**src/rtl/hebb_trainer.sv**
```systemverilog
// Hebbian trainer: builds the N*N signed link matrix from bipolar patterns and streams each written weight.
// Build option: define HEBB_SAT_EN to clamp off-diagonal updates to [-127,+127]; otherwise they wrap.
module hebb_trainer #(
   parameter int N  = 25,
   parameter int WW = 8,
   parameter int AW = 10
) (
   input  logic                 clk,
   input  logic                 rst,
   input  logic                 clr_req,
   input  logic                 pat_valid,
   output logic                 pat_ready,
   input  logic [N-1:0]         pat_data,
   output logic                 w_we,
   output logic [AW-1:0]        w_addr,
   output logic signed [WW-1:0] w_data,
   output logic                 busy,
   output logic                 done,
   output logic [3:0]           pat_count
);

   localparam int CW = $clog2(N);
   localparam logic [AW-1:0] LAST = AW'(N*N-1);
   localparam logic [CW-1:0] JLAST = CW'(N-1);
   localparam logic signed [WW-1:0] W_ONE = WW'(1);
`ifdef HEBB_SAT_EN
   localparam logic signed [WW-1:0] W_MAX = {1'b0, {(WW-1){1'b1}}};
   localparam logic signed [WW-1:0] W_MIN = {1'b1, {(WW-2){1'b0}}, 1'b1};
`endif

   typedef enum logic [1:0] {S_CLR, S_IDLE, S_UPD} state_t;

   state_t                r_state;
   logic [AW-1:0]         r_k;
   logic [CW-1:0]         r_i;
   logic [CW-1:0]         r_j;
   logic [N-1:0]          r_pat;
   logic signed [WW-1:0]  r_w [N*N];
   logic                  r_we;
   logic [AW-1:0]         r_addr;
   logic signed [WW-1:0]  r_data;
   logic                  r_done;
   logic [3:0]            r_cnt;

   logic                  w_active;
   logic                  w_accept;
   logic signed [WW-1:0]  w_old;
   logic                  w_same;
   logic signed [WW-1:0]  w_wdata;

   function automatic logic signed [WW-1:0] hebb_step(input logic signed [WW-1:0] old,
                                                      input logic same);
`ifdef HEBB_SAT_EN
      if (same) return (old >= W_MAX) ? W_MAX : old + W_ONE;
      else      return (old <= W_MIN) ? W_MIN : old - W_ONE;
`else
      return same ? old + W_ONE : old - W_ONE;
`endif
   endfunction

   assign w_active  = (r_state != S_IDLE);
   assign w_accept  = (r_state == S_IDLE) && !clr_req && pat_valid;
   assign w_old     = r_w[r_k];
   assign w_same    = (r_pat[r_i] == r_pat[r_j]);

   always_comb begin
      w_wdata = '0;
      if (r_state == S_UPD && r_i != r_j)
         w_wdata = hebb_step(w_old, w_same);
   end

   // Weight store: plain RAM, no reset; zeros only come from a CLR pass.
   always_ff @(posedge clk) begin
      if (rst && w_active)
         r_w[r_k] <= w_wdata;
   end

   always_ff @(posedge clk) begin
      if (w_accept)
         r_pat <= pat_data;
   end

   always_ff @(posedge clk or negedge rst) begin
      if (!rst) begin
         r_state <= S_CLR;
         r_k     <= '0;
         r_i     <= '0;
         r_j     <= '0;
         r_we    <= 1'b0;
         r_addr  <= '0;
         r_data  <= '0;
         r_done  <= 1'b0;
         r_cnt   <= '0;
      end else begin
         r_we   <= 1'b0;
         r_done <= r_we && (r_addr == LAST);
         case (r_state)
            S_CLR, S_UPD: begin
               r_we   <= 1'b1;
               r_addr <= r_k;
               r_data <= w_wdata;
               if (r_k == LAST) begin
                  r_k     <= '0;
                  r_i     <= '0;
                  r_j     <= '0;
                  r_state <= S_IDLE;
               end else begin
                  // Row/column tracked as nested counters so no divider is needed.
                  r_k <= r_k + AW'(1);
                  if (r_j == JLAST) begin
                     r_j <= '0;
                     r_i <= r_i + CW'(1);
                  end else begin
                     r_j <= r_j + CW'(1);
                  end
               end
            end
            S_IDLE: begin
               if (clr_req) begin
                  r_state <= S_CLR;
                  r_cnt   <= '0;
               end else if (pat_valid) begin
                  r_state <= S_UPD;
                  r_cnt   <= (r_cnt == 4'd15) ? 4'd15 : r_cnt + 4'd1;
               end
            end
            default: r_state <= S_CLR;
         endcase
      end
   end

   assign pat_ready = (r_state == S_IDLE) && !clr_req;
   assign busy      = w_active;
   assign w_we      = r_we;
   assign w_addr    = r_addr;
   assign w_data    = r_data;
   assign done      = r_done;
   assign pat_count = r_cnt;

endmodule

```
**config.mk**
```make
export PLATFORM = sky130hd
export DESIGN_NAME = hebb_trainer
export DESIGN_NICKNAME = d
export VERILOG_FILES = /design/src/rtl/hebb_trainer.sv
export SDC_FILE = /design/constraint.sdc
export NUM_CORES = 2
export LEC_CHECK = 0
export BUFFER_PORTS_ARGS = -buffer_cell sky130_fd_sc_hd__buf_4
export CORE_MARGIN = 1.5
export CORE_UTILIZATION = 30
export CTS_BUF_LIST = sky130_fd_sc_hd__clkbuf_4
export CTS_CLUSTER_SIZE = 40
export DETAILED_ROUTE_END_ITERATION = 10
export SLEW_MARGIN = 20
export SYNTH_ARGS = -nofsm -noshare
export SYNTH_HDL_FRONTEND = slang
export SYNTH_MEMORY_MAX_BITS = 65536
export SYNTH_SLANG_ARGS = --single-unit
```
**constraint.sdc**
```tcl
create_clock -name clk -period 60.4 [get_ports clk]
set_clock_uncertainty 0.1 [all_clocks]
set_input_delay 18.12 -clock clk [delete_from_list [all_inputs] [get_ports clk]]
set_output_delay 18.12 -clock clk [all_outputs]
set_load 0.01 [all_outputs]
```
==> flow_metrics.tcl <==
set metrics [dict create \
    timing.critical_path.fanout_max 6 \
    routed_wl_microns 594000 \
    final_cell_mix "5,025 x sky130_fd_sc_hd__edfxtp_1, 1,837 x sky130_fd_sc_hd__clkbuf_4, 1,012 x sky130_fd_sc_hd__mux4_2, 695 x sky130_fd_sc_hd__nor2_1, 619 x sky130_fd_sc_hd__mux2i_1" \
    drc 0 \
    critPathLaunchType "input port" \
    setup_viol 0 \
    grt_pass1_wl_microns 823400 \
    clock_tree.root_cell "sky130_fd_sc_hd__clkbuf_4" \
    ys.flop_type "sky130_fd_sc_hd__edfxtp_1" \
    core_area_sq_um 653300 \
    synthArstFlopShare 0.009071 \
    fin_worst_hold_slack_ps 388.2 \
    grt.total_usage 0.1762 \
    rsz0062_at_grt "no" \
    synth_seq_area_share 0.7740 \
    cap_violations 0 \
    report.final.hold_viol_count 0 \
    worst-slew-pin-transition_ps 1203 \
    die_width_microns 812.2 \
    worst_ep_arrival_time_ps 18600 \
    place_area_sq_um 207400 \
    rows 297 \
    cts_repair_resize_count 0 \
    fill_cells 61490 \
    tritoncts.num_buffers 1328 \
    cell_count_after_placement 17930 \
    grt_pass1_vias 105300 \
    p_per_area_nw_per_um2 52.74 \
    worst_ep_required_time_ps 42180 \
    postSynthRegisterBits 5071 \
    power_mw 11.77 \
    sw_frac_of_total 0.3693 \
    synth_largest_area_cell "sky130_fd_sc_hd__edfxtp_1" \
    kind_of_critical_path "input port to output port" \
    max-vdd-ir-drop_mv 0.1584 \
    power.static_leakage_nw 72.73 \
    reg_to_reg_critical_path_startpoint "r_k[0]$_DFFE_PN0P_" \
    drt-pass1-iter-count 5 \
    power_frac_seq 0.451 \
    cts.sinks 5071 \
    synth_area_per_cell_sq_um 20.61 \
    area_growth_from_synthesis_to_layout_pct 13.62 \
    drive_gt1_frac 0.2971 \
    fin_setup_tns_ps 0 \
    switching_pwr_mw 4.346 \
    detail-route-antenna-nets 0 \
    drt_iter0_drc 15250 \
    synth_top_cell_area_share 0.7682 \
    final-instance-count-excl-fill 20130 \
    setup.worst_path.start "clr_req" \
    path_clk_slew_ps 70 \
    post-route-cell-area_sq_um 223200 \
    critical_path.endpoint_type "output port" \
    synthesis.area_sq_um 196400 \
    mostFrequentLayoutCell "sky130_fd_sc_hd__edfxtp_1" \
    finalNetCount 10640 \
    synth.net_count 9574 \
    cts_buffer_depth 5 \
    worstHoldPathType "flip-flop to flip-flop" \
    timing_max_transition_violations_final 0 \
    ctsHoldBuffers 0 \
    tritoncts_clock_tree "done" \
    synth_top_cells_by_area "sky130_fd_sc_hd__edfxtp_1 77%, sky130_fd_sc_hd__mux4_2 12%, sky130_fd_sc_hd__mux2i_1 3.2%, sky130_fd_sc_hd__nor2_1 1.3%, sky130_fd_sc_hd__a22oi_1 1.2%" \
    status "complete, no violations" \
    die_span_y_microns 812.2 \
    vias 106300 \
    antenna_found_initial 35 \
    post-dp-hpwl_microns 345000 \
    comb_power_share 0.307 \
    cts.repair_timing.setup_buffer_count 0 \
    p_int_mw 7.423 \
    die-area_sq_um 659600 \
    grt_start_max_net_pins 201 \
    hold_path.startpoint "w_data[2]$_DFFE_PN0P_" \
    gp_routability_congestion 0.8436 \
    worst_slack_ps 23580 \
    synthDistinctLibCells 76 \
    period_minus_slack_ps 36820 \
    edff_count_synth 5025 \
    synth_warnings 0 \
    wire_per_inst_microns 29.51 \
    htreeDepth 7 \
    power_frac_clock 0.242 \
    clock.fmax_ghz 0.02716 \
    placement.io_buffers 54 \
    syn_inst 9530 \
    pre_cts_slack_ps 23580 \
    clock_insertion_delay_worst_skew_ps 1800 \
    ios 55 \
    timing.final.crit_share 0.6096 \
    overflow 0 \
    finalCoreUtilization 0.3416 \
    maxSlewHeadroom 0.1894 \
    vias_per_cell 5.280 \
    initial_utilization 0.3007 \
]
-- final timing paths --
check	end	slack, ps	cells after the start
hold / removal	w_data[2]$_DFFE_PN0P_	390	1
max in group asynchronous	r_k[7]$_DFFE_PN0P_	43380	1
hold reg to reg	w_data[2]$_DFFE_PN0P_	390	1
setup / recovery	pat_ready	23580	3
min in group asynchronous	pat_count[0]$_DFFE_PN0P_	16240	1
setup reg to reg	r_w[30][6]$_DFFE_PP_	47230	25
-- final cells by class --
type / count / area [sq um] / area share
antenna: 28 / 70.07 / 0.0003140
clock buffer: 1837 / 13790 / 0.06179
clock inverter: 331 / 1851 / 0.008292
inverter: 20 / 83.83 / 0.0003756
multi-input combinational: 3829 / 41600 / 0.1864
sequential: 5071 / 152100 / 0.6814
tap: 8671 / 10850 / 0.04861
timing repair buffer: 341 / 2855 / 0.01279
-- state kept, by name, indices dropped and copies added, names as in the netlist, 2 cells and up --
signal,cells
r_w,5000
r_pat,25
r_k,10
w_addr,10
w_data,8
r_i,5
r_j,5
pat_count,4
r_state,2
-- per-layer routing --
| layer | up-vias | wire length [microns] | GRT usage |
|---|---|---|---|
| met5 | - | 89 | 0 |
| met4 | 14 | 22020 | 0.07575 |
| met3 | 994 | 67910 | 0.05222 |
| met2 | 7047 | 271400 | 0.2674 |
| met1 | 55780 | 232600 | 0.2358 |
| li1 | 42440 | - | - |
-- power groups by stage --
stage	sequential [mW]	clock [mW]	combinational (mW)
floorplan	6.41	0	1.64
global placement	5.38	0	3.53
detailed placement	5.38	0	3.58
CTS	5.30	2.89	3.57
global route	5.31	3.08	3.73
finish	5.31	2.85	3.62
-- critical path, cell delays in order --
cell and delay [ps]:
sky130_fd_sc_hd__buf_4 140, sky130_fd_sc_hd__nor2_1 180, sky130_fd_sc_hd__buf_4 160
-- kinds of logic (layout without fill, tap and decap cells) --
logic type,Yosys count,in the layout,share of synthesized area
other cells,0,28,0
fa+ha+maj,15,15,0.0009937
simple gates,1299,1299,0.02808
mux,1642,1642,0.1482
compound gates,854,854,0.03021
flops,5071,5071,0.7740
xor+xnor,19,19,0.0008472
buf+inv,630,2529,0.01762
-- synthesized netlist by cell type, types with 11 or more instances --
cell	instances
sky130_fd_sc_hd__nand4_1	58
sky130_fd_sc_hd__ha_1	14
sky130_fd_sc_hd__edfxtp_1	5025
sky130_fd_sc_hd__inv_1	17
sky130_fd_sc_hd__a221oi_1	15
sky130_fd_sc_hd__buf_2	198
sky130_fd_sc_hd__mux2i_1	619
sky130_fd_sc_hd__o21ai_0	40
sky130_fd_sc_hd__buf_4	102
sky130_fd_sc_hd__mux2_2	11
sky130_fd_sc_hd__o22ai_1	252
sky130_fd_sc_hd__a22oi_1	302
sky130_fd_sc_hd__nor4_1	58
sky130_fd_sc_hd__o211ai_1	33
sky130_fd_sc_hd__nor2_1	704
sky130_fd_sc_hd__dfrtp_1	46
sky130_fd_sc_hd__a21oi_1	66
sky130_fd_sc_hd__a31oi_1	23
sky130_fd_sc_hd__nand3_1	67
sky130_fd_sc_hd__buf_1	37
sky130_fd_sc_hd__clkbuf_1	210
sky130_fd_sc_hd__o2111ai_1	44
sky130_fd_sc_hd__nor3_1	33
sky130_fd_sc_hd__a22o_1	13
sky130_fd_sc_hd__nand2_1	323
sky130_fd_sc_hd__mux4_2	1012
sky130_fd_sc_hd__buf_6	62
Power figures use the tool's default switching activity.
